$ cat src/rtl/muldiv_seq.sv
// Multi-cycle MULT/MULTU/DIV/DIVU sequencer for the EX stage; holds the pipeline with stall while running.
// Latency: MUL_CYCLES+1 (multiply) or WIDTH+1 (divide) cycles from start to result_valid; annul aborts at once.
module muldiv_seq #(
    parameter int WIDTH      = 32,
    parameter int MUL_CYCLES = 1
) (
    input  logic             clk,
    input  logic             resetn,
    input  logic             start,
    input  logic             is_div,
    input  logic             is_signed,
    input  logic [WIDTH-1:0] a,
    input  logic [WIDTH-1:0] b,
    input  logic             annul,
    output logic             stall,
    output logic             busy,
    output logic             result_valid,
    output logic [WIDTH-1:0] hi,
    output logic [WIDTH-1:0] lo
);

    typedef enum logic [1:0] {IDLE, MUL, DIV, DONE} state_t;

    localparam int CW = $clog2(WIDTH + 16);
    localparam logic [CW-1:0] MUL_LAST = CW'(MUL_CYCLES - 1);
    localparam logic [CW-1:0] DIV_LAST = CW'(WIDTH - 1);

    state_t           state;
    logic [CW-1:0]    cnt;
    logic             sgn_q;
    logic             a_neg;
    logic             b_neg;
    logic [WIDTH-1:0] a_q;
    logic [WIDTH-1:0] b_q;
    logic [WIDTH-1:0] rem;
    logic [WIDTH-1:0] dvd;
    logic [WIDTH-1:0] dvs;

    logic             idle_like;
    logic [WIDTH-1:0] a_mag;
    logic [WIDTH-1:0] b_mag;
    logic [WIDTH:0]   trial;
    logic [WIDTH-1:0] rem_nx;
    logic [WIDTH-1:0] quo_nx;
    logic [WIDTH-1:0] quo_fix;
    logic [WIDTH-1:0] rem_fix;
    logic [2*WIDTH-1:0] a_ext;
    logic [2*WIDTH-1:0] b_ext;
    logic [2*WIDTH-1:0] prod;

    assign idle_like = (state == IDLE) || (state == DONE);
    assign stall = resetn & ~annul & ((start & idle_like) | (state == MUL) | (state == DIV));

    assign a_mag = (is_signed && a[WIDTH-1]) ? -a : a;
    assign b_mag = (is_signed && b[WIDTH-1]) ? -b : b;

    // One restoring step: the dividend register doubles as the quotient shift register.
    assign trial   = {rem, dvd[WIDTH-1]} - {1'b0, dvs};
    assign rem_nx  = trial[WIDTH] ? {rem[WIDTH-2:0], dvd[WIDTH-1]} : trial[WIDTH-1:0];
    assign quo_nx  = {dvd[WIDTH-2:0], ~trial[WIDTH]};
    assign quo_fix = (a_neg ^ b_neg) ? -quo_nx : quo_nx;
    assign rem_fix = a_neg ? -rem_nx : rem_nx;

    // Low 2W bits of the extended product are correct for both signednesses.
    assign a_ext = sgn_q ? {{WIDTH{a_q[WIDTH-1]}}, a_q} : {{WIDTH{1'b0}}, a_q};
    assign b_ext = sgn_q ? {{WIDTH{b_q[WIDTH-1]}}, b_q} : {{WIDTH{1'b0}}, b_q};
    assign prod  = a_ext * b_ext;

    always_ff @(posedge clk) begin
        if (!resetn) begin
            state        <= IDLE;
            cnt          <= '0;
            hi           <= '0;
            lo           <= '0;
            result_valid <= 1'b0;
            busy         <= 1'b0;
            sgn_q        <= 1'b0;
            a_neg        <= 1'b0;
            b_neg        <= 1'b0;
            a_q          <= '0;
            b_q          <= '0;
            rem          <= '0;
            dvd          <= '0;
            dvs          <= '0;
        end else if (annul) begin
            state        <= IDLE;
            cnt          <= '0;
            result_valid <= 1'b0;
            busy         <= 1'b0;
        end else begin
            case (state)
                IDLE, DONE: begin
                    result_valid <= 1'b0;
                    cnt          <= '0;
                    if (start) begin
                        state <= is_div ? DIV : MUL;
                        busy  <= 1'b1;
                        sgn_q <= is_signed;
                        a_neg <= is_signed & a[WIDTH-1];
                        b_neg <= is_signed & b[WIDTH-1];
                        a_q   <= a;
                        b_q   <= b;
                        rem   <= '0;
                        dvd   <= a_mag;
                        dvs   <= b_mag;
                    end else begin
                        state <= IDLE;
                        busy  <= 1'b0;
                    end
                end
                MUL: begin
                    cnt <= cnt + 1'b1;
                    if (cnt == MUL_LAST) begin
                        state        <= DONE;
                        busy         <= 1'b0;
                        result_valid <= 1'b1;
                        hi           <= prod[2*WIDTH-1:WIDTH];
                        lo           <= prod[WIDTH-1:0];
                    end
                end
                DIV: begin
                    cnt <= cnt + 1'b1;
                    rem <= rem_nx;
                    dvd <= quo_nx;
                    if (cnt == DIV_LAST) begin
                        state        <= DONE;
                        busy         <= 1'b0;
                        result_valid <= 1'b1;
                        if (b_q == '0) begin
                            hi <= a_q;
                            lo <= '1;
                        end else begin
                            hi <= rem_fix;
                            lo <= quo_fix;
                        end
                    end
                end
                default: begin
                    state <= IDLE;
                    busy  <= 1'b0;
                end
            endcase
        end
    end

endmodule

$ cat config.mk
export PLATFORM = sky130hd
export DESIGN_NAME = muldiv_seq
export DESIGN_NICKNAME = d
export VERILOG_FILES = /design/src/rtl/muldiv_seq.sv
export SDC_FILE = /design/constraint.sdc
export NUM_CORES = 2
export LEC_CHECK = 0
export ABC_AREA = 1
export BUFFER_PORTS_ARGS = -buffer_cell sky130_fd_sc_hd__buf_2
export CAP_MARGIN = 20
export CORE_UTILIZATION = 65
export CTS_BUF_LIST = sky130_fd_sc_hd__clkbuf_4
export DETAILED_ROUTE_END_ITERATION = 12
export PLACE_DENSITY = 0.9
export SLEW_MARGIN = 40
export SYNTH_ARGS = -nofsm -noshare
export SYNTH_HDL_FRONTEND = slang
export SYNTH_SLANG_ARGS = --single-unit
$ cat constraint.sdc
create_clock -name clk -period 24.6 [get_ports clk]
set_input_delay 4.92 -clock clk [delete_from_list [all_inputs] [get_ports clk]]
set_output_delay 4.92 -clock clk [all_outputs]
set_load 0.03 [all_outputs]
==> flow_summary.rst <==
.. list-table::
   :header-rows: 1

   * - Metric
     - Value
   * - Status
     - finished, final reports clean
   * - Number of synthesis warnings
     - 0
   * - CP Data Arrival Time
     - 6.99 ns
   * - Netlist cell types
     - 60
   * - TritonCTS clock tree
     - yes
   * - CTS sink count
     - 236
   * - End point of the critical path
     - stall
   * - Core region area
     - 98,900 sq um
   * - Post-Route WL
     - 221,000 microns
   * - Max clock buf depth
     - 3
   * - Summed negative setup slack over all endpoints
     - 0 ns
   * - Instance count of the mapped netlist
     - 8,549
   * - Setup crit end kind
     - output port
   * - Number of antenna violations at the first check in global routing
     - 8
   * - DR DRC count
     - 0
   * - Area grow syn2layout
     - 3.65%
   * - Req. time, crit path
     - 19.68 ns
   * - Crit path max-delay cell type
     - sky130_fd_sc_hd__clkinv_2
   * - Post-synthesis area per instance
     - 7.62 sq um
   * - Cells taking the most area after synthesis
     - sky130_fd_sc_hd__fa_1 44%, sky130_fd_sc_hd__inv_1 15%, sky130_fd_sc_hd__nand2_1 10%
   * - Setup slack on the worst flop-to-flop path
     - 14.02 ns
   * - Post-CTS clock slew at the launch and capture registers of the worst setup and hold paths
     - 0.06 ns
   * - Startpoint type of the worst setup path
     - primary input
   * - Clock latency on the worst-skew pair
     - 0.86 ns
   * - Slew Limit Headroom
     - 37.9%
   * - Number of synthesized flops with an enable pin
     - 0
   * - Net count of the finished layout
     - 10,301
   * - Startpoint of the lowest-slack register-to-register path
     - b_q[31]
   * - Unrepaired setup endpoints after global routing
     - no
   * - Number of filler cells placed in the layout
     - 7,815
   * - Worst path buffer plus inverter count
     - 4
   * - Pin count of the biggest net entering global routing
     - 80
   * - Primary flip-flop cell chosen by synthesis mapping
     - sky130_fd_sc_hd__dfxtp_1
   * - Routed vias
     - 56,948
   * - Worst-margin pin slew
     - 0.922 ns
   * - Clock tree root driver cell
     - sky130_fd_sc_hd__clkbuf_4
   * - Number of global-route vias before repair
     - 60,554
   * - Category of the critical setup timing path
     - in -> out
   * - Delay of the slowest cell on the worst path
     - 0.74 ns
   * - Post-Route Hold Slack
     - 0.464 ns
   * - Fraction of the cycle the final worst path needs
     - 48.4%
   * - Commonest cells after routing, fill and taps aside
     - 2,562 x sky130_fd_sc_hd__inv_1, 1,803 x sky130_fd_sc_hd__nand2_1, 1,420 x sky130_fd_sc_hd__fa_1, 404 x sky130_fd_sc_hd__nor2_1, 347 x sky130_fd_sc_hd__ha_1
   * - Count of final setup violators
     - 0
   * - Final Total Pwr
     - 2440 uW
   * - Static power due to leakage
     - 0.0395 uW
   * - Most frequent standard cell in the layout excluding fill and tap cells
     - sky130_fd_sc_hd__inv_1
   * - Depth of the worst register-to-register path
     - 34
   * - Post-DR wirelength/cell
     - 22.5 microns
   * - Portion of total power attributed to the clock network
     - 14.8%
   * - Seq/Total Area, Yosys
     - 7.25%
   * - Largest delay contributor family on the critical path
     - buffers and inverters
   * - Crit path launch
     - resetn
   * - Ratio of total power to cell area
     - 36.2 nW/um^2
   * - Number of cells on the critical path
     - 6
   * - Row Count
     - 115
   * - MaxCap Viol Count
     - 0
   * - Fraction of layout instances using a drive strength above 1
     - 5.25%
   * - Net switching power figure
     - 1350 uW
   * - Count of hold buffers inserted by post-cts repair
     - 0
   * - Area of the mapped netlist
     - 65,100 sq um
   * - Horizontal die dimension
     - 319 microns
   * - Buffers on Ports
     - 136
   * - Ports
     - 137
   * - Ordered cell list for the critical path
     - buf_4, clkinv_2, nor2_1, inv_1, a21oi_1, buf_2
   * - Die Footprint
     - 101,000 sq um
   * - Final critical delay including setup and external delays
     - 11.91 ns
   * - Max Clk Rate
     - 84.0 MHz
   * - Starting utilization of the core area
     - 65.9%
   * - Max-slew violation count
     - 0
   * - Leftover overflow at the end of global routing
     - 0
   * - Average vias per placed instance
     - 5.81
   * - Area share of the leading cell type in the synthesized netlist
     - 43.7%
   * - Number of routed nets with antenna violations
     - 0
   * - Net count after synthesis
     - 10,387
   * - Total number of H-tree levels
     - 2
   * - Peak fanout along the critical path
     - 44
   * - Buffers inserted by post-CTS timing repair
     - 0
   * - First-pass GRT wire length
     - 343,000 microns
   * - Synth Register Bits
     - 236
   * - HP Class
     - reg -> reg
   * - Violation count after the first detailed-routing iteration
     - 6,667
   * - Cell accounting for the most synthesized area
     - sky130_fd_sc_hd__fa_1
   * - Internal power
     - 1090 uW
   * - Share of the core filled with cells
     - 68.3%
   * - Vertical extent of the die
     - 319 microns
   * - Half-perimeter wire length of the detailed placement result
     - 179,000 microns
   * - Share of flip-flops with an asynchronous set or reset
     - 0%
   * - Reg-to-reg endpoint
     - hi[29]
   * - Net switching fraction of the power
     - 55.4%
   * - Setup Skew
     - 0.105 ns
   * - Share of power burned in registers
     - 17.8%
   * - Worst-case vdd ir drop
     - 0.0000518 V
   * - Overall fraction of global-route tracks in use
     - 44.7%
   * - Final hold violation count
     - 0
   * - Count of TritonRoute iterations in the first routing pass
     - 7
   * - Logic gate share of total power
     - 67.4%
   * - # resized after CTS
     - 0
   * - Gp weighted congestion
     - 1.03
   * - TritonCTS Buffers
     - 61
==> sequential cells by signal, summed over array words and instances, names as in the netlist <==
register,count
busy,1
cnt,6
hi,32
a_q,32
state,2
result_valid,1
b_neg,1
sgn_q,1
a_neg,1
b_q,32
dvd,32
rem,32
lo,32
dvs,31
==> layout make-up <==
cell class	count	area [sq um]	area share (%)
flip-flops and latches	236	4730	7.01
diodes	12	30.0	0.0445
multi-input cells	5357	49300	73.0
well taps	1287	1610	2.39
clock inverters	25	160	0.237
inverters	2577	9680	14.3
repair buffers	230	1400	2.08
clock buffers	82	616	0.912
==> power groups by stage <==
stage                     registers (uW)  clock network [uW]  logic (uW)
after CTS                            433                 360        1590
final                                435                 361        1650
after global placement               441                   0        1540
after floorplan                      444                   0        1020
after global routing                 436                 379        1790
after detailed placement             441                   0        1570
==> how the worst min path moves through the flow <==
stage            start  endpoint  slack [ns]  cells past startpoint
6_report        cnt[0]    cnt[0]        0.46                      1
5_1_grt         cnt[0]    cnt[0]        0.48                      1
4_1_cts        b_q[22]   b_q[22]        0.47                      2
3_5_place_dp    cnt[0]    cnt[0]        0.45                      1
3_3_place_gp    cnt[0]    cnt[0]        0.44                      1
2_1_floorplan   cnt[0]    cnt[0]        0.43                      1
==> per-layer routing <==
layer / global-route usage [%] / wire length [microns] / vias up
met2: 68.7 / 97300 / 4015
met4: 27.1 / 16600 / 4
met5: 0 / 30 / -
li1: - / - / 24529
met1: 55.5 / 77500 / 27373
met3: 13.9 / 29600 / 1027
==> cells by family (layout without fill, tap and decap cells) <==
| kind of cell | after synthesis | count (layout) | synth area share [%] |
|---|---|---|---|
| buffers and inverters | 2956 | 2914 | 17.2 |
| and+or+nand+nor | 2668 | 2668 | 16.8 |
| adders and majority gates | 1768 | 1768 | 50.3 |
| AOI/OAI and AO/OA | 825 | 825 | 7.11 |
| DFF | 236 | 236 | 7.25 |
| xor gates and xnor gates | 96 | 96 | 1.29 |
| other | 0 | 12 | 0 |
==> cells in the mapped netlist (7+ instances only) <==
master and instances:
sky130_fd_sc_hd__inv_2 11, sky130_fd_sc_hd__nand3b_1 12, sky130_fd_sc_hd__nor4_1 23, sky130_fd_sc_hd__a21oi_1 346
sky130_fd_sc_hd__ha_1 348, sky130_fd_sc_hd__xor2_1 61, sky130_fd_sc_hd__nand2_4 7, sky130_fd_sc_hd__nor2_2 11
sky130_fd_sc_hd__nor3_1 46, sky130_fd_sc_hd__a211oi_1 19, sky130_fd_sc_hd__inv_1 2563, sky130_fd_sc_hd__o31ai_1 9
sky130_fd_sc_hd__xnor2_1 35, sky130_fd_sc_hd__dfxtp_1 236, sky130_fd_sc_hd__o21a_1 11, sky130_fd_sc_hd__nand3_2 8
sky130_fd_sc_hd__nand3_1 212, sky130_fd_sc_hd__or2_2 33, sky130_fd_sc_hd__a221oi_1 8, sky130_fd_sc_hd__nor2_1 407
sky130_fd_sc_hd__nand2_2 28, sky130_fd_sc_hd__fa_1 1420, sky130_fd_sc_hd__a31oi_1 71, sky130_fd_sc_hd__o211ai_1 35
sky130_fd_sc_hd__a21o_1 17, sky130_fd_sc_hd__o221ai_1 13, sky130_fd_sc_hd__buf_1 13, sky130_fd_sc_hd__o21ai_0 260
sky130_fd_sc_hd__buf_2 8, sky130_fd_sc_hd__nand4_1 55, sky130_fd_sc_hd__clkbuf_1 349, sky130_fd_sc_hd__nand2_1 1806
==> through the flow <==
step	setup WS, ns	instance area [sq um]	std cells
2_1_floorplan	14.01	65100	8549
3_3_place_gp	12.76	66700	9686
3_5_place_dp	12.78	66700	9686
4_1_cts	12.78	67400	9793
5_1_grt	12.58	67500	9799
6_report	12.69	67500	9806
Note: power is estimated with default switching activity, not from simulation.
